File: src/rtl/game_pkg.sv
// rtl/game_pkg.sv - shared game geometry, enemy AI tuning defaults and LFSR helper
// Coordinates are centre-origin signed. MAP_* and PLAYER_*/BULLET_* are half-extents.
package game_pkg;

  localparam int MAP_X    = 320;
  localparam int MAP_Y    = 240;
  localparam int PLAYER_X = 16;
  localparam int PLAYER_Y = 16;
  localparam int BULLET_X = 4;
  localparam int BULLET_Y = 4;

  localparam int ENEMY_X_DEF       = MAP_X - 3 * PLAYER_X;
  localparam int STEP_Y_DEF        = 4;
  localparam int ALIGN_TOL_DEF     = 8;
  localparam int AIM_DELAY_DEF     = 8;
  localparam int AIM_JITTER_EN_DEF = 1;
  localparam int COOLDOWN_CYC_DEF  = 30;
  localparam int DEFEND_CYC_DEF    = 20;
  localparam int THREAT_DIST_DEF   = 64;
  localparam int DEFEND_THRESH_DEF = 16;

  localparam int          CNT_W         = 8;
  localparam logic [15:0] LFSR_SEED_DEF = 16'hACE1;
  // Right-shifting Galois form of x^16 + x^14 + x^13 + x^11 + 1.
  localparam logic [15:0] LFSR_TAPS     = 16'hB400;

  typedef enum logic [2:0] {
    IDLE     = 3'd0,
    TRACK    = 3'd1,
    AIM      = 3'd2,
    FIRE     = 3'd3,
    DEFEND   = 3'd4,
    COOLDOWN = 3'd5
  } enemy_state_t;

  function automatic logic [15:0] lfsr_next(input logic [15:0] v);
    return {1'b0, v[15:1]} ^ (v[0] ? LFSR_TAPS : 16'h0000);
  endfunction

endpackage

File: src/rtl/lfsr16.sv
// rtl/lfsr16.sv - 16-bit Galois LFSR with enable and seed
// Ports: clk, rst (sync, active-high), en (advance once per enabled cycle),
//        rnd[3:0] (low nibble of the current LFSR value).
import game_pkg::*;

module lfsr16 #(
  parameter logic [15:0] SEED = LFSR_SEED_DEF
) (
  input  logic       clk,
  input  logic       rst,
  input  logic       en,
  output logic [3:0] rnd
);

  // An all-zero seed would lock the register, so substitute the default.
  localparam logic [15:0] SEED_EFF = (SEED == 16'h0000) ? LFSR_SEED_DEF : SEED;

  logic [15:0] lfsr_q;

  always_ff @(posedge clk) begin
    if (rst) begin
      lfsr_q <= SEED_EFF;
    end else if (en) begin
      lfsr_q <= lfsr_next(lfsr_q);
    end
  end

  assign rnd = lfsr_q[3:0];

endmodule

File: src/rtl/enemy_ai_ctrl.sv
// rtl/enemy_ai_ctrl.sv - enemy AI: tracks player y, aims, fires, defends, cools down
// Ports: clk, rst (sync, active-high), en (freeze when low), yPlayer,
//        bullet_active (enemy bullet in flight), pb_valid/pb_x/pb_y (player bullet),
//        attack (one-cycle fire request), defend (shield), xEnemy/yEnemy (enemy centre),
//        state (current FSM state).
import game_pkg::*;

module enemy_ai_ctrl #(
  parameter int          ENEMY_X       = ENEMY_X_DEF,
  parameter int          STEP_Y        = STEP_Y_DEF,
  parameter int          ALIGN_TOL     = ALIGN_TOL_DEF,
  parameter int          AIM_DELAY     = AIM_DELAY_DEF,
  parameter int          AIM_JITTER_EN = AIM_JITTER_EN_DEF,
  parameter int          COOLDOWN_CYC  = COOLDOWN_CYC_DEF,
  parameter int          DEFEND_CYC    = DEFEND_CYC_DEF,
  parameter int          THREAT_DIST   = THREAT_DIST_DEF,
  parameter int          DEFEND_THRESH = DEFEND_THRESH_DEF,
  parameter logic [15:0] SEED          = LFSR_SEED_DEF
) (
  input  logic               clk,
  input  logic               rst,
  input  logic               en,
  input  logic signed [9:0]  yPlayer,
  input  logic               bullet_active,
  input  logic               pb_valid,
  input  logic signed [10:0] pb_x,
  input  logic signed [9:0]  pb_y,
  output logic               attack,
  output logic               defend,
  output logic signed [10:0] xEnemy,
  output logic signed [9:0]  yEnemy,
  output logic [2:0]         state
);

  localparam logic [2:0] ST_IDLE     = 3'(IDLE);
  localparam logic [2:0] ST_TRACK    = 3'(TRACK);
  localparam logic [2:0] ST_AIM      = 3'(AIM);
  localparam logic [2:0] ST_FIRE     = 3'(FIRE);
  localparam logic [2:0] ST_DEFEND   = 3'(DEFEND);
  localparam logic [2:0] ST_COOLDOWN = 3'(COOLDOWN);

  localparam logic [CNT_W-1:0] DEF_LOAD  = CNT_W'(DEFEND_CYC - 1);
  localparam logic [CNT_W-1:0] COOL_LOAD = CNT_W'(COOLDOWN_CYC - 1);
  localparam logic [CNT_W-1:0] AIM_BASE  = CNT_W'(AIM_DELAY - 1);
  localparam logic [CNT_W-1:0] CNT_ONE   = CNT_W'(1);

  // Threat window edges, 12-bit signed so no sum or difference can wrap.
  localparam logic signed [11:0] THR_LO = 12'(ENEMY_X - PLAYER_X - THREAT_DIST);
  localparam logic signed [11:0] THR_HI = 12'(ENEMY_X + PLAYER_X);
  localparam logic signed [11:0] BX12   = 12'(BULLET_X);
  localparam logic signed [11:0] YR12   = 12'(PLAYER_Y + BULLET_Y);

  localparam logic signed [10:0] STEP11  = 11'(STEP_Y);
  localparam logic signed [10:0] TOL11   = 11'(ALIGN_TOL);
  localparam logic signed [10:0] Y_LIM   = 11'(MAP_Y - PLAYER_Y);
  localparam logic signed [10:0] Y_LIM_N = -11'(MAP_Y - PLAYER_Y);

  logic [3:0]       rnd;
  logic [CNT_W-1:0] cnt;
  logic [CNT_W-1:0] aim_load;

  lfsr16 #(.SEED(SEED)) u_lfsr (
    .clk (clk),
    .rst (rst),
    .en  (en),
    .rnd (rnd)
  );

  // Player bullet threat test.
  logic signed [11:0] pbx12, pby12, ye12, dyb, dyb_abs;
  logic               threat, def_entry;

  assign pbx12   = {pb_x[10], pb_x};
  assign pby12   = {{2{pb_y[9]}}, pb_y};
  assign ye12    = {{2{yEnemy[9]}}, yEnemy};
  assign dyb     = pby12 - ye12;
  assign dyb_abs = dyb[11] ? -dyb : dyb;

  assign threat = pb_valid
               && (pbx12 + BX12 >= THR_LO)
               && (pbx12 - BX12 <= THR_HI)
               && (dyb_abs <= YR12);

  assign def_entry = threat && ({1'b0, rnd} < 5'(DEFEND_THRESH));

  assign aim_load = AIM_BASE + ((AIM_JITTER_EN != 0) ? CNT_W'(rnd) : '0);

  // Vertical tracking: step toward the player, snap when within one step, clamp to the map.
  logic signed [10:0] yp11, ye11, dy, ady, ymove, yclamp;
  logic               aligned;

  assign yp11    = {yPlayer[9], yPlayer};
  assign ye11    = {yEnemy[9], yEnemy};
  assign dy      = yp11 - ye11;
  assign ady     = dy[10] ? -dy : dy;
  assign aligned = (ady <= TOL11);

  always_comb begin
    ymove  = ye11;
    yclamp = ye11;
    if (ady < STEP11) begin
      ymove = yp11;
    end else if (dy[10]) begin
      ymove = ye11 - STEP11;
    end else begin
      ymove = ye11 + STEP11;
    end
    if (ymove > Y_LIM) begin
      yclamp = Y_LIM;
    end else if (ymove < Y_LIM_N) begin
      yclamp = Y_LIM_N;
    end else begin
      yclamp = ymove;
    end
  end

  always_ff @(posedge clk) begin
    if (rst) begin
      state  <= ST_IDLE;
      yEnemy <= '0;
      cnt    <= '0;
    end else if (en) begin
      case (state)
        ST_IDLE: state <= ST_TRACK;

        ST_TRACK: begin
          if (def_entry) begin
            state <= ST_DEFEND;
            cnt   <= DEF_LOAD;
          end else begin
            yEnemy <= 10'(yclamp);
            // Alignment uses the distance before this cycle's move.
            if (aligned && !bullet_active) begin
              state <= ST_AIM;
              cnt   <= aim_load;
            end
          end
        end

        ST_AIM: begin
          if (def_entry) begin
            state <= ST_DEFEND;
            cnt   <= DEF_LOAD;
          end else if (cnt != '0) begin
            cnt <= cnt - CNT_ONE;
          end else if (!bullet_active) begin
            state <= ST_FIRE;
          end
        end

        ST_FIRE: begin
          state <= ST_COOLDOWN;
          cnt   <= COOL_LOAD;
        end

        // Fresh threats do not extend the hold.
        ST_DEFEND: begin
          if (cnt == '0) begin
            state <= ST_COOLDOWN;
            cnt   <= COOL_LOAD;
          end else begin
            cnt <= cnt - CNT_ONE;
          end
        end

        ST_COOLDOWN: begin
          if (def_entry) begin
            state <= ST_DEFEND;
            cnt   <= DEF_LOAD;
          end else if (cnt == '0) begin
            state <= ST_TRACK;
          end else begin
            cnt <= cnt - CNT_ONE;
          end
        end

        default: state <= ST_IDLE;
      endcase
    end
  end

  // attack is gated by en so a frozen FIRE state never re-requests a shot.
  assign attack = en && (state == ST_FIRE);
  assign defend = (state == ST_DEFEND);
  assign xEnemy = 11'(ENEMY_X);

endmodule

File: config.mk
export PLATFORM = sky130hd
export DESIGN_NAME = enemy_ai_ctrl
export DESIGN_NICKNAME = d
export VERILOG_FILES = /design/src/rtl/game_pkg.sv /design/src/rtl/lfsr16.sv /design/src/rtl/enemy_ai_ctrl.sv
export SDC_FILE = /design/constraint.sdc
export NUM_CORES = 1
export LEC_CHECK = 0
export CELL_PAD_IN_SITES_DETAIL_PLACEMENT = 0
export CELL_PAD_IN_SITES_GLOBAL_PLACEMENT = 1
export CORE_MARGIN = 2
export CORE_UTILIZATION = 52
export DETAILED_ROUTE_END_ITERATION = 6
export DONT_BUFFER_PORTS = 1
export GPL_TIMING_DRIVEN = 0
export PLACE_DENSITY = 0.9
export SYNTH_ARGS = -nofsm -noshare
export SYNTH_HDL_FRONTEND = slang
export SYNTH_SLANG_ARGS = --single-unit
File: constraint.sdc
create_clock -name clk -period 15.06 [get_ports clk]
set_clock_uncertainty 0.1 [all_clocks]
set_input_delay 3.765 -clock clk [delete_from_list [all_inputs] [get_ports clk]]
set_output_delay 3.765 -clock clk [all_outputs]
set_load 0.01 [all_outputs]
; ---- Word-level counts from Yosys, hierarchy flattened
; Index checks and enable logic that the tools add are counted.
[op_classes]
n_addsub = 10
order_cmp = 7
eq_ne = 12
mux = 24
bitwise = 2
n_reduce_logical = 13
[op_table]
columns = operator, n
row1 = 2-to-1 mux 8 bit, 7
row2 = one-hot mux 8 bit (5 select lines), 1
row3 = 2-to-1 mux 11 bit, 3
row4 = 2-to-1 mux 3 bit, 8
row5 = subtractor 10 x 10 -> 11 bit, 2
row6 = 2-to-1 mux 10 bit, 2
row7 = != test 3 bit (second input constant), 6
row8 = one-hot mux 3 bit (6 select lines), 1
row9 = 2-to-1 mux 16 bit, 1
row10 = XOR 15 x 16 -> 16 bit, 1
row11 = adder 11 x 4 -> 12 bit (second input constant), 1
row12 = greater-or-equal comparator 12 x 9 -> 1 bit (second input constant), 1
row13 = less-or-equal comparator 12 x 10 -> 1 bit (second input constant), 1
row14 = less-or-equal comparator 12 x 6 -> 1 bit (second input constant), 1
row15 = 2-to-1 mux 12 bit, 1
row16 = negator 11 -> 12 bit, 1
row17 = subtractor 11 x 4 -> 12 bit (second input constant), 1
row18 = adder 10 x 4 -> 11 bit (second input constant), 1
row19 = greater-than comparator 11 x 9 -> 1 bit (second input constant), 1
row20 = less-or-equal comparator 11 x 5 -> 1 bit (second input constant), 1
row21 = < comparator 11 x 4 -> 1 bit (second input constant), 1
row22 = < comparator 11 x 9 -> 1 bit (second input constant), 1
row23 = negator 11 bit, 1
row24 = subtractor 10 x 4 -> 11 bit (second input constant), 1
row25 = 16 further kinds, 22
[word_totals]
regBits = 37
inputBits = 36
out_inout_bits = 26
word_cells = 72

; ---- Depth between registers and ports, before layout
; Gate-level depths: netlist (run 1).
[depth]
word_depth = 8
mapped_depth = 21
depth_no_buf = 21

; ---- Hierarchy
; From an unflattened synthesis (run 1), not the netlist that was laid out.
[hier_totals]
hier_cells = 567
hier_area_um2 = 4398.0
[modules_own_cells]
columns = mod, instances, cells_each, area_each_um2, seq_area_each_um2
row1 = enemy_ai_ctrl, 1, 507, 3738.6, 420.4
row2 = lfsr16, 1, 60, 659.4, 320.3

; ---- Worst setup path before layout (run 1)
; OpenSTA, ideal clock, no wires.
[synth_timing]
kind = in2out
startpoint = input port en
endpoint = output port attack
arrival_ps = 4262
t_required_ps = 11195
path_slack_ps = 6933
stages = 3
n_path_buf = 1
path_cell_list = clkbuf_1 nand2_1 nor2_1
[synth_between]
elab_chain_len = 1
[synth_rtl]
columns = element, line
row1 = start: declaration, enemy_ai_ctrl.sv:22  ; input logic en,
row2 = logical AND 1 bit, enemy_ai_ctrl.sv:183  ; assign attack = en && (state == ST_FIRE);
row3 = end: declaration, enemy_ai_ctrl.sv:28  ; output logic attack,
; Every way passes these cells.

; ---- Final worst setup path (run 1)
; Ends and elaborated chain as after synthesis.

==> metrics.txt, run 1 <==
VDD IR-drop max 0.00004307 V; EDFF count, synth 0; Final Slew Violations 0; Vias 4242; Static Leakage 1.874 nW; clk_lat worst skew 0.28 ns; vias in the first global route 3834; YS warnings 0; postcts setup bufs 0; Post-Route WL 11630 microns; Setup Total Neg Slack 0 ns; Period minus WS final 8.319 ns; Rows 33; relative slew slack 43.69%; Fin. Hold Viols 0; CTS Hold Buffers Added 0; status complete, no violations; Fin Hold WS 0.3656 ns; Core ar. 0.008175 sq mm; PortBufs 0; CTS tree yes; Starting DRT DRC Count 245; root buffer cell clkbuf_8; cells along the critical path clkbuf_1 -> nand2_1 -> nor2_1; first-pass GRT wire length 18820 microns; top-area cell type share of the netlist area 17.03%; DRC 0; Async S/R FF share, synth 0%; sequential element share of the synthesized area 17.03%; number of placed I/O pins 62; Critical Setup Path Class in2out; Peak Freq 120.2 MHz; Worst Setup End Kind primary output; #FFs+latches synth 37; die extent in x 95.46 microns; fill count 798; H-tree depth 2; largest stage delay on the critical path 0.26 ns; cells after synthesis 557; Layout Cells excl Fill 679; top-count cell post-synth nand2_1; Final Core Density 56.23%; final antenna-violating net count 0; Critical Path RT 11.19 ns; total of max-cap violations 0; Reg clk slew, reported paths 0.07 ns; worst slack, placed 6.611 ns; Slowest-stage cell, CP nor2_1; fin crit share 55.24%; final net count 644; worst path buffer plus inverter count 1; crit path DAT 4.45 ns; Mapped Area 0.004349 sq mm; Antenna diodes 0; most frequent cells after synthesis 47 x nand2_1, 46 x nor2_1, 37 x dfxtp_1; initial antenna violation count 0; pwr/cell area 88.70 mW/mm^2; Die ar. 0.009112 sq mm; Critical Path Start Type input port; crit path max fanout 6; HPWL Detailed 9255 microns; Avg Inst Size Synth 7.808 sq um; Min-Delay Path Class reg2reg; DR vias/cell 6.247; worst slew pin tran 0.8447 ns; crit-path leading delay family simple AND/OR/NAND/NOR gates; chip height 95.46 microns; area grow syn2layout 5.696%; placed cells 671; ys flop type dfxtp_1; share of cells above drive strength 1 9.408%; gr usage total 26.01%; RSZ-0062 raised after global routing no; clk sinks 37; final setup vio count 0; Starting Density 53.20%; wire per inst 17.13 microns; reg-to-reg setup timing slack 9.78 ns; Synth cell types 90; top cells by area, synth dfxtp_1 17%, ha_1 9.2%, mux2i_1 4.6%, nand2_1 4.1%, a21oi_1 4.0%; Overflow after GRT 0; post-cts gate resize count 0; clk buf depth 2; area leader, netlist dfxtp_1; pin count of the biggest net entering global routing 14; TritonCTS buffer count 5; TritonRoute pass-1 iters 5; PnR worst setup slack 6.741 ns; gpl congestion 0.9234
## sequential cells by signal, summed over array words and instances (netlist names)
name	flops
u_lfsr.lfsr_q	16
yEnemy	10
cnt	8
state	3
## metrics by stage
step	area [sq um]	power, mW
final	4597	0.4078
after global routing	4597	0.4416
after CTS	4597	0.4072
after detailed placement	4514	0.3384
after global placement	4514	0.3331
after floorplan	4383	0.2948
## routing by layer
| layer | track usage [%] | wire [microns] | vias up |
|---|---|---|---|
| li1 | - | - | 2100 |
| met1 | 32.90 | 5064 | 1957 |
| met2 | 45.60 | 5670 | 164 |
| met3 | 5.850 | 721 | 21 |
| met4 | 4.762 | 178 | 0 |
| met5 | 0 | 0 | - |
## path summary, 6_finish.rpt
path         depth (start not counted)         to  startpoint
min                                  2     cnt[5]      cnt[5]
min reg2reg                          2     cnt[5]      cnt[5]
max reg2reg                         20  yEnemy[2]   yEnemy[5]
max                                  3     attack          en
## worst reg2reg max path: stages (launching register included)
cell and delay (ns):
dfxtp_1 0.44, inv_1 0.17, ha_1 0.32, buf_6 0.14
and2_4 0.17, a311oi_2 0.30, a21oi_2 0.12, o221ai_2 0.66
inv_4 0.13, fa_1 0.46, nor2b_1 0.12, o21ai_0 0.10
a21boi_0 0.27, o21a_1 0.17, nor2_1 0.05, xnor2_1 0.18
o311ai_0 0.49, a21o_4 0.16, o211ai_4 0.12, or3_4 0.42
o21ai_1 0.14
## cell usage in the layout (no fill, tap or decap), types with 13 or more instances in the layout
master / netlist / final
mux2i_1: 20 / 20
nor2_1: 46 / 46
buf_4: 13 / 13
nand2_1: 47 / 47
o21ai_0: 25 / 25
a21oi_1: 35 / 35
inv_1: 32 / 32
dfxtp_1: 37 / 37
nand3_1: 16 / 16
xnor2_1: 15 / 15
ha_1: 32 / 32
## power by group
part	switching (mW)	internal (mW)	leakage [nW]
clock	0.0349	0.0321	0.0450
sequential	0.00851	0.104	0.302
combinational	0.139	0.0890	1.53
## cell type report
cell class                 count  area, sq um  area share [%]
multi-input combinational    464         3334           72.54
clock inverter                 2        10.01          0.2177
inverter                      33        126.4           2.749
clock buffer                   6        72.57           1.579
buffer                        32        181.4           3.947
tap                          105        131.4           2.858
sequential                    37        740.7           16.11
## cells by family after synthesis
group                    Yosys count  synth area share [%]
AND/OR/NAND/NOR                  188                 23.22
AO/OA/AOI/OAI                    184                 31.73
buffers and inverters             65                 7.077
flip-flops                        37                 17.03
adder cells (fa/ha/maj)           35                 10.59
XOR/XNOR                          26                 5.581
multiplexers                      20                 4.603
other                              2                0.1727
Power figures use the tool's default switching activity.
==> run 2: changes to the inputs <==
- CORE_UTILIZATION: 52 -> 48
- PLACE_DENSITY: 0.9 -> 0.84
- clock period: 15.06 -> 8.7 ns (I/O delays scaled with it)
==> run 2 against run 1 <==
Effect of this change:
- power grew 89%
- worst hold slack gained 0.0020 ns
- sequential share of layout area down 0.20 points
- final cell count rose by 0.44%
- via count fell by 1.2%
- cell area up 1.3%
- clock power rose to 2.7 times the previous value
- setup slack worse by 4.8 ns
- global-route usage fell by 2.6 points
- routed wire length down 0.86%
- die area grew 8.0%
- core utilization down 3.1 points
- critical path type is now in2reg
- largest cell class unchanged
- largest power group unchanged
- highest routed layer unchanged
==> metrics.txt, run 2 (same netlist as run 1, synthesis figures left out) <==
status complete, no violations (unchanged); initial antenna violation count 0 (unchanged); Overflow after GRT 0 (unchanged); Final Core Density 53.13% (was 56.23%); Die ar. 0.009839 sq mm (was 0.009112 sq mm); Peak Freq 148.9 MHz; Starting DRT DRC Count 241 (was 245); Static Leakage 1.898 nW (was 1.874 nW); area grow syn2layout 7.048% (was 5.696%); Reg clk slew, reported paths 0.08 ns (was 0.07 ns); die extent in x 99.19 microns (was 95.46 microns); commonest non-fill, non-tap cells in the layout 47 x nand2_1, 46 x nor2_1, 37 x dfxtp_1 (unchanged); RSZ-0062 raised after global routing no (unchanged); TritonRoute pass-1 iters 5 (unchanged); Fin. Hold Viols 0 (unchanged); first-pass GRT wire length 19140 microns (was 18820 microns); chip height 99.19 microns (was 95.46 microns); total of max-cap violations 0 (unchanged); Placed Area 0.004518 sq mm (was 0.004514 sq mm); post-cts gate resize count 0 (unchanged); Rows 34 (was 33); wire per inst 16.91 microns (was 17.13 microns); root buffer cell clkbuf_8 (unchanged); Layout Cells excl Fill 682 (was 679); CTS Hold Buffers Added 0 (unchanged); max reg flops 16 (unchanged); vias in the first global route 3923 (was 3834); Biggest register u_lfsr.lfsr_q (unchanged); clk sinks 37 (unchanged); crit path max fanout 13 (was 6); final antenna-violating net count 0 (unchanged); CTS tree yes (unchanged); TritonCTS buffer count 5 (unchanged); registers with the most flip-flops u_lfsr.lfsr_q (16), yEnemy (10), cnt (8) (unchanged); commonest non-fill, non-tap cell in the layout nand2_1 (unchanged); clk_lat worst skew 0.29 ns (was 0.28 ns); pwr/cell area 165.6 mW/mm^2 (was 88.70 mW/mm^2); Post-Route WL 11530 microns (was 11630 microns); DRC 0 (unchanged); gpl congestion 0.8743 (was 0.9234); Critical Setup Path Class in2reg (was in2out); HPWL Detailed 9279 microns (was 9255 microns); Critical Path RT 8.83 ns (was 11.19 ns); H-tree depth 2 (unchanged); Period minus WS final 6.717 ns; Final Slew Violations 0 (unchanged); Starting Density 49.63% (was 53.20%); Min-Delay Path Class reg2reg (unchanged); worst slew pin tran 0.8533 ns (was 0.8447 ns); final net count 644 (unchanged); number of placed I/O pins 62 (unchanged); crit path DAT 6.85 ns (was 4.45 ns); VDD IR-drop max 0.00007401 V (was 0.00004307 V); pin count of the biggest net entering global routing 14 (unchanged); DR vias/cell 6.142 (was 6.247); Critical Path Start Type input port (unchanged); postcts setup bufs 0 (unchanged); fin crit share 77.20%; relative slew slack 43.11% (was 43.69%); share of cells above drive strength 1 9.582% (was 9.408%); Worst Setup End Kind flip-flop (was primary output); clk buf depth 2 (unchanged); Setup Total Neg Slack 0 ns (unchanged); cell area after layout 0.004656 sq mm (was 0.004597 sq mm); final setup vio count 0 (unchanged); PortBufs 0 (unchanged); gr usage total 23.39% (was 26.01%); Antenna diodes 0 (unchanged); Vias 4189 (was 4242); Core ar. 0.008763 sq mm (was 0.008175 sq mm); placed cells 674 (was 671)
==> run 2: cell types whose count changed in the layout (fill, tap and decap cells not counted), sizes merged <==
cell    previous run  this run
clkbuf            17        16
bufinv             0         2
clkinv             2         0
inv               33        34
==> run 2: final timing paths <==
| path | from | end | slack [ns] | cells after the start |
|---|---|---|---|---|
| worst max-delay path | yPlayer[0] | yEnemy[4] | 1.98 | 21 |
| worst min register to register | cnt[5] | cnt[5] | 0.37 | 2 |
| worst max register to register | yEnemy[5] | yEnemy[4] | 3.28 | 20 |
| worst min-delay path | cnt[5] | cnt[5] | 0.37 | 2 |
==> run 2: worst max-delay path, cell delays in order <==
cell and delay [ns]:
inv_1 0.05, ha_1 0.17, inv_1 0.06, fa_1 0.40, a21o_1 0.20, nand3_1 0.14, a21oi_2 0.09, o221ai_2 0.66
inv_4 0.13, fa_1 0.46, nor2b_1 0.12, o21ai_0 0.10, a21boi_0 0.27, o21a_1 0.17, nor2_1 0.05, xnor2_1 0.18
o311ai_0 0.57, a21o_4 0.17, o211ai_4 0.11, or3_4 0.42, o21ai_1 0.13
==> run 2: through the flow <==
step | hold slack [ns] | total power [mW] | setup WS [ns]
after floorplan | 0.3387 | 0.5104 | 2.522
after global placement | 0.3517 | 0.5783 | 1.758
after detailed placement | 0.3593 | 0.5857 | 1.742
after CTS | 0.3707 | 0.7686 | 2.026
after global routing | 0.4029 | 0.8274 | 1.649
final | 0.3676 | 0.7708 | 1.983
==> run 2: area by class of cell <==
type,count,area [sq um]
Clock inverter,3,68.82
Clock buffer,5,68.82
Multi-Input combinational cell,464,3334
Inverter,33,126.4
Buffer,32,181.4
Fill cell,886,4108
Tap cell,108,135.1
Sequential cell,37,740.7
==> run 2: power by group <==
group	switching [mW]	internal, mW	leakage [nW]
Combinational	0.238	0.154	1.53
Sequential	0.0161	0.181	0.302
Clock	0.0665	0.115	0.0687
Total	0.321	0.450	1.90
==> run 2: layer usage <==
| layer | global-route usage [%] | vias up | part of all wire, % |
|---|---|---|---|
| met5 | 0 | - | 0 |
| met4 | 4.320 | 0 | 1.7 |
| met3 | 5.271 | 19 | 6.2 |
| met2 | 39.76 | 112 | 47 |
| met1 | 30.70 | 1958 | 45 |
| li1 | - | 2100 | - |
==> run 3: changes to the inputs <==
- CORE_UTILIZATION: 48 -> 44
- PLACE_DENSITY: 0.84 -> 0.81
- clock period: 8.7 -> 5.5 ns (I/O delays scaled with it)
==> run 3 against run 2 <==
Effect of this change:
- sequential power grew 57%
- final cell count rose by 4.4%
- critical endpoint is now yEnemy[2]
- non-clock buffer count up 5
- die area up 8.7%
- routed wire length up 3.3%
- highest routed layer unchanged
- clock-buffer cell count is 1 higher
- combinational power up 64%
==> metrics.txt, run 3 (same netlist as run 1, synthesis figures left out) <==
chip height 103.4 microns (was 99.19 microns); area grow syn2layout 8.400% (was 7.048%); final net count 649 (was 644); placed cells 699 (was 674); crit path max fanout 9 (was 13); PortBufs 0 (unchanged); CTS tree yes (unchanged); Critical Setup Path Class in2reg (unchanged); Setup Total Neg Slack 0 ns (unchanged); HPWL Detailed 9419 microns (was 9279 microns); RSZ-0062 raised after global routing no (unchanged); DRC 0 (unchanged); PnR worst setup slack 0.3386 ns (was 1.983 ns); fin crit share 93.84%; total of max-cap violations 0 (unchanged); Combinational Power Share 55.4% (was 50.9%); Biggest register u_lfsr.lfsr_q (unchanged); clock share of power 17.9% (was 23.6%); pin count of the biggest net entering global routing 14 (unchanged); largest stage delay on the critical path 0.42 ns (was 0.66 ns); commonest non-fill, non-tap cells in the layout 47 x nand2_1, 46 x nor2_1, 37 x dfxtp_1 (unchanged); die extent in x 103.4 microns (was 99.19 microns); Layout Cells excl Fill 712 (was 682); final setup vio count 0 (unchanged); Starting DRT DRC Count 234 (was 241); Static Leakage 1.913 nW (was 1.898 nW); initial antenna violation count 0 (unchanged); Antenna diodes 0 (unchanged); Period minus WS final 5.161 ns; fill count 986 (was 886); Placed Area 0.004549 sq mm (was 0.004518 sq mm); total power 1.161 mW (was 0.7708 mW); Worst Setup End Kind flip-flop (unchanged); Peak Freq 193.7 MHz; clk_lat worst skew 0.31 ns (was 0.29 ns); Slowest-stage cell, CP or3_4 (was o221ai_2); DR vias/cell 6.017 (was 6.142); Sw Ratio 44.24% (was 41.61%); status complete, no violations (unchanged); cell area after layout 0.004715 sq mm (was 0.004656 sq mm); wire per inst 16.73 microns (was 16.91 microns); gpl congestion 0.9124 (was 0.8743); commonest non-fill, non-tap cell in the layout nand2_1 (unchanged); H-tree depth 2 (unchanged); crit path DAT 5.30 ns (was 6.85 ns); VDD IR-drop max 0.0001768 V (was 0.00007401 V); Vias 4284 (was 4189); TritonCTS buffer count 5 (unchanged); Critical Path RT 5.63 ns (was 8.83 ns); Min-Delay Path Class reg2reg (unchanged); Final Slew Violations 0 (unchanged); Sequential Power Share 26.6% (was 25.5%); Rows 36 (was 34); Critical Path Start Type input port (unchanged); registers with the most flip-flops u_lfsr.lfsr_q (16), yEnemy (10), cnt (8) (unchanged); Overflow after GRT 0 (unchanged); vias in the first global route 3889 (was 3923); final antenna-violating net count 0 (unchanged); Post-Route WL 11920 microns (was 11530 microns); relative slew slack 46.87% (was 43.11%); worst slack, placed -0.5273 ns (was 1.742 ns); worst slew pin tran 0.7845 ns (was 0.8533 ns); Power Internal 0.6473 mW (was 0.4501 mW); clk sinks 37 (unchanged); Starting Density 44.91% (was 49.63%); max reg flops 16 (unchanged); root buffer cell clkbuf_8 (unchanged); CTS Hold Buffers Added 0 (unchanged); NetSw 0.5136 mW (was 0.3208 mW); Die ar. 0.01070 sq mm (was 0.009839 sq mm); Reg clk slew, reported paths 0.07 ns (was 0.08 ns); gr usage total 22.35% (was 23.39%); first-pass GRT wire length 18830 microns (was 19140 microns); share of cells above drive strength 1 10.54% (was 9.582%); number of placed I/O pins 62 (unchanged); clk buf depth 2 (unchanged); cells along the critical path inv_1 -> ha_1 -> inv_1 -> fa_1 -> a21o_1 -> nand3_1 -> a21oi_2 -> o221ai_4 -> buf_12 -> inv_4 -> fa_1 -> nor2b_1 -> o21ai_0 -> a21boi_0 -> o21a_1 -> nor2_1 -> xnor2_1 -> o311ai_2 -> a21o_4 -> o211ai_4 -> or3_4 -> o21ai_1 (was inv_1 -> ha_1 -> inv_1 -> fa_1 -> a21o_1 -> nand3_1 -> a21oi_2 -> o221ai_2 -> inv_4 -> fa_1 -> nor2b_1 -> o21ai_0 -> a21boi_0 -> o21a_1 -> nor2_1 -> xnor2_1 -> o311ai_0 -> a21o_4 -> o211ai_4 -> or3_4 -> o21ai_1); Fin. Hold Viols 0 (unchanged); pwr/cell area 246.3 mW/mm^2 (was 165.6 mW/mm^2); Core ar. 0.009684 sq mm (was 0.008763 sq mm); TritonRoute pass-1 iters 5 (unchanged)
## run 3: timing repair
| item | in CTS | in global routing |
|---|---|---|
| pin swaps | 0 | 1 |
| resized for setup | 1 | 2 |
| gates cloned | 0 | 0 |
| endpoints found under the setup margin | 7 | 10 |
| buffers inserted | 0 | 5 |
## run 3: area by class of cell
| cell class | count | area, sq um | area share [%] |
|---|---|---|---|
| multi-input cells | 464 | 3353 | 71.13 |
| flip-flops and latches | 37 | 740.7 | 15.71 |
| plain buffers | 32 | 181.4 | 3.848 |
| well taps | 133 | 166.4 | 3.530 |
| inverters | 33 | 126.4 | 2.680 |
| clock buffers | 6 | 82.58 | 1.752 |
| repair buffers | 5 | 50.05 | 1.062 |
| clock inverters | 2 | 13.76 | 0.2919 |
## run 3: power by group through the flow
| stage | combinational [mW] | sequential [mW] | clock (mW) |
|---|---|---|---|
| floorplan | 0.499 | 0.308 | 0 |
| finish | 0.644 | 0.309 | 0.208 |
| global route | 0.713 | 0.312 | 0.223 |
| detailed placement | 0.610 | 0.315 | 0 |
| global placement | 0.601 | 0.314 | 0 |
| CTS | 0.617 | 0.309 | 0.214 |
## run 3: final timing paths
check | from | to | slack, ns | cells after the start
min reg2reg | cnt[5] | cnt[5] | 0.36 | 2
max | yPlayer[0] | yEnemy[2] | 0.34 | 22
max reg2reg | yEnemy[4] | yEnemy[2] | 0.83 | 20
min | cnt[5] | cnt[5] | 0.36 | 2
## run 3: per-layer routing
| metal | vias up | global-route usage (%) | wire length, microns |
|---|---|---|---|
| met5 | - | 0 | 0 |
| met3 | 19 | 3.360 | 695 |
| met4 | 0 | 6.781 | 220 |
| met2 | 129 | 37.32 | 5615 |
| met1 | 2016 | 29.79 | 5384 |
| li1 | 2120 | - | - |
## run 3: worst max-delay path, delay by kind of cell
kind,cells,cell delay (ns)
AO/OA/AOI/OAI,10,1.70
XOR/XNOR,1,0.17
adder cells (fa/ha/maj),3,0.97
buffers and inverters,4,0.33
AND/OR/NAND/NOR,4,0.71
## run 3: through the flow
stage / hold WS (ns) / util, %
2_1_floorplan: 0.3387 / -
3_3_place_gp: 0.3474 / 46.98
3_5_place_dp: 0.3562 / 46.98
4_1_cts: 0.3666 / 48.09
5_1_grt: 0.3791 / 48.68
6_report: 0.3643 / 48.68
==> patch 1 (flow settings as in run 3) <==
Set the package constant `CNT_W` to 10 (it was 8).
--- a/src/rtl/game_pkg.sv
+++ b/src/rtl/game_pkg.sv
@@ -19,7 +19,7 @@
   localparam int THREAT_DIST_DEF   = 64;
   localparam int DEFEND_THRESH_DEF = 16;
 
-  localparam int          CNT_W         = 8;
+  localparam int          CNT_W         = 10;
   localparam logic [15:0] LFSR_SEED_DEF = 16'hACE1;
   // Right-shifting Galois form of x^16 + x^14 + x^13 + x^11 + 1.
   localparam logic [15:0] LFSR_TAPS     = 16'hB400;
Formal check against the unedited RTL: no difference found for any inputs over 4 cycles, from zero or initial values and one cycle with rst high; that may be too few to reach the edited logic, so the function may still have changed.
==> patch 1 against run 3 <==
Register-to-register slack lost 0.06 ns; first-iteration DRC count grew 40%; cell count grew 6.6%; setup slack lost 0.048 ns; via count grew 6.3%; total power grew 17%; synthesized area grew 7.1%; sequential cell count grew 2; routed wire length grew 8.7%; design area grew 7.3%; clock power grew 23%; critical endpoint is now yEnemy[0]$_SDFFE_PP0P_.
==> patch 1: results <==
outcome:
  status: "finished clean"
cells_and_area:
  seq_cells: 39
  final_nets: 693
  nonClkBufAreaFrac_pct: 4.85
  largest_class: "multi-input gates"
  num_antenna_cells: 0
  seq_share_pct: 15.4
  instances_no_fill: 759
  largest_registers: "u_lfsr.lfsr_q: 16 flops, cnt: 10 flops, yEnemy: 10 flops"
  buffers: 44
  nFillCells: 1011
  clkbuf_count: 6
  multi_input_gates: 499
  final_area_um2: 5060
  inv_count: 33
  clk_share_pct: 2.33
  multi_input_area_um2: 3620
  drive_gt1_share_pct: 11.2
cts:
  cts-htree-levels: 2
  clockRootBuffer: "clkbuf_8"
  cts-buffers-inserted: 5
  insertion_delay_ns: 0.29
  postCtsSetupBuffers: 1
  cts.repair.resized: 1
  cts_buffer_depth: 2
  clk_pin_slew_worst_paths_ns: 0.08
detailed_routing:
  via_count: 4553
  drt_iter0_drc: 328
  firstDrtPassIters: 5
  drt-total-wl_um: 13000
floorplanning:
  nWellTaps: 136
worst_setup_path:
  critPathMaxStageDelay_ns: 0.45
  critical-path-top-delay-family: "compound AO/OA/AOI/OAI gates"
  worst_path_max_delay_cell: "fa_1"
  crit_fanout: 10
  arrival_ns: 5.30
power:
  p_leak_uw: 0.00197
  ir_drop_mv: 0.121
grt:
  antenna_found_initial: 0
  grt_max_degree: 13
  grt_usage_pct: 22.7
  grt_pass1_wl_um: 21200
  grt_pass1_vias: 4244
timing:
  worst-slew-pin-transition_ns: 0.702
  finalSetupViolations: 0
min_path:
  hp-class: "reg2reg"
yosys:
  synthCells: 603
  async_flop_share_pct: 0
  yosys-top-cells-count: "nand2_1, nor2_1, dfxtp_1"
  seq_area_frac_synth_pct: 16.8
  ys_top_cells_by_area: "dfxtp_1, ha_1, mux2i_1, nand2_1, a21oi_1"
  synth_warnings: 0
  ys_types: 91
place:
  dp_hpwl_um: 10100
  place_congestion: 0.910
  place_area_um2: 4860
  port-buffer-count: 0
  preCtsSetupSlack_ns: -0.722
  dp_cells: 748
-- patch 1: cell count changes in the layout (fill, tap and decap cells not counted), sizes merged, moves of 5 or more --
cell    change
nand2b      +5
a311oi      -5
nand4       +6
nor4b       -6
nand3b      +7
clkbuf     +10
a31oi       -5
o41ai       +7
o211ai      -5
o311ai      +7
-- patch 1: worst paths after layout --
| kind | depth (start not counted) | endpoint | slack, ns | from |
|---|---|---|---|---|
| hold reg to reg | 2 | u_lfsr.lfsr_q[5]$_SDFFE_PP1P_ | 0.39 | u_lfsr.lfsr_q[5]$_SDFFE_PP1P_ |
| setup / recovery | 19 | yEnemy[0]$_SDFFE_PP0P_ | 0.29 | yPlayer[0] |
| setup reg to reg | 18 | yEnemy[0]$_SDFFE_PP0P_ | 0.77 | yEnemy[0]$_SDFFE_PP0P_ |
| hold / removal | 2 | u_lfsr.lfsr_q[5]$_SDFFE_PP1P_ | 0.39 | u_lfsr.lfsr_q[5]$_SDFFE_PP1P_ |
-- patch 1: cells by family (layout without fill, tap and decap cells) --
logic type      after synthesis  count (layout)  synth area share, %
flops                        39              39                 16.8
mux                          23              23                 5.13
fa+ha+maj                    36              36                 10.1
xor+xnor                     25              25                 4.70
simple gates                208             208                 23.7
compound gates              196             196                 32.0
other cells                   2              11                0.161
buf+inv                      74              85                 7.44
-- patch 1: power by group --
group / switching, µW / internal (µW)
clock network: 108 / 147
registers: 27.8 / 305
logic: 469 / 302
total: 605 / 754
-- patch 1: layer usage --
layer  share of wire, %  wire, µm  track usage (%)  up-vias
met1                 48      6190             31.6     2135
met4                1.3       164             5.01        0
met5                  0         0                0        -
met3                5.0       642             3.40       18
li1                   -         -                -     2283
met2                 46      5960             36.9      117
==> patch 2 (flow settings as in run 3) <==
Made on the original files. Reset style: asynchronous (`rst`), changed in 2 clocked blocks.
--- a/src/rtl/lfsr16.sv
+++ b/src/rtl/lfsr16.sv
@@ -17,7 +17,7 @@
 
   logic [15:0] lfsr_q;
 
-  always_ff @(posedge clk) begin
+  always_ff @(posedge clk or posedge rst) begin
     if (rst) begin
       lfsr_q <= SEED_EFF;
     end else if (en) begin
--- a/src/rtl/enemy_ai_ctrl.sv
+++ b/src/rtl/enemy_ai_ctrl.sv
@@ -114,7 +114,7 @@
     end
   end
 
-  always_ff @(posedge clk) begin
+  always_ff @(posedge clk or posedge rst) begin
     if (rst) begin
       state  <= ST_IDLE;
       yEnemy <= '0;
Function: differs if rst is asserted again (counterexample within 4 cycles, from zero or initial values and one cycle with rst high); with rst held inactive, the same outputs for 4 cycles.
==> patch 2 against run 3 <==
Sequential share of layout area rose by 3.6 points; synthesized area is 3.3% higher; routed wire length fell by 0.83%; setup slack got worse by 0.066 ns; critical path depth shrank 2; synthesized cell count is 0.90% higher; sequential cell count is the same; design area rose by 2.6%; count of clock-buffer cells in the layout decreased by 1.
Power is not compared: it rests on default switching activity, and its combinational part moved more than twofold at a synthesized area within 25%.
==> patch 2: results <==
worst_setup_path:
  arrival_ns: 5.32
  r2r-end: "yEnemy[2]$_DFFE_PP0P_"
  rr_worst_depth: 19
  crit_fanout: 10
  rrSetupSlack_ns: 0.75
cells_and_area:
  nonClkBufAreaFrac_pct: 3.65
  seq_cells: 37
  clk_share_pct: 2.38
  regArea_um2: 936
  buffers: 29
  drive_gt1_share_pct: 12.8
  multi_input_area_um2: 3310
  multi_input_gates: 468
  clkbuf_count: 5
yosys:
  synth_xor_area_share_pct: 5.07
  synth-adder-area-share_pct: 10.2
  ys_types: 86
  synth_compound_area_share_pct: 28.1
  yosys-top-cells-count: "nand2_1, nor2_1, a21oi_1"
  synth.area.mux_share_pct: 4.15
  synthCells: 562
  ys.flop_type: "dfrtp_1"
  seq_area_frac_synth_pct: 20.8
  async_flop_share_pct: 100
detailed_routing:
  wl_met2_um: 5710
  firstDrtPassIters: 6
  drt-met1-wl_um: 5430
timing:
  max-slew-margin-rel_pct: 30.6
  fin_hold_ws_ns: 0.401
  max_freq_ghz: 0.191
place:
  dp_cells: 704
  dp_hpwl_um: 9350
  preCtsSetupSlack_ns: -0.521
  place_congestion: 0.922
  place_area_um2: 4700
grt:
  met1_usage_pct: 27.8
  grt_usage_pct: 21.5
  grt_max_degree: 38
  grt_pass1_vias: 4025
  grt_pass1_wl_um: 19400
  use_met2_pct: 37.4
min_path:
  min-delay-start: "u_lfsr.lfsr_q[13]$_DFFE_PP1P_"
  min_delay_worst_endpoint: "u_lfsr.lfsr_q[13]$_DFFE_PP1P_"
cts:
  cts.repair.resized: 3
  postCtsSetupBuffers: 1
  insertion_delay_ns: 0.29
outcome:
  status: "finished clean"
floorplanning:
  dieArea_um2: 11000
==> patch 2: cell types whose count changed after synthesis, moves of 6 or more <==
cell,run 3,this run
dfxtp_1,37,0
dfrtp_1,0,29
mux2i_1,20,4
mux2_2,0,12
o21ai_1,10,0
dfstp_2,0,8
nor4_1,3,11
o22ai_1,1,8
nand2_1,47,53
o211ai_1,11,5
==> patch 2: critical path, cell delays in order <==
cell and delay, ns:
inv_1 0.08, ha_1 0.17, inv_1 0.05, fa_1 0.45, a21o_1 0.20, nand3_1 0.10
a21oi_1 0.11, o22ai_4 0.16, buf_4 0.22, ha_1 0.25, a21o_1 0.18, a21oi_1 0.19
o21ai_0 0.12, a21oi_1 0.22, xnor2_1 0.12, or3_1 0.40, a31oi_2 0.36, nor3_1 0.08
a22o_1 0.28, a22o_1 0.20
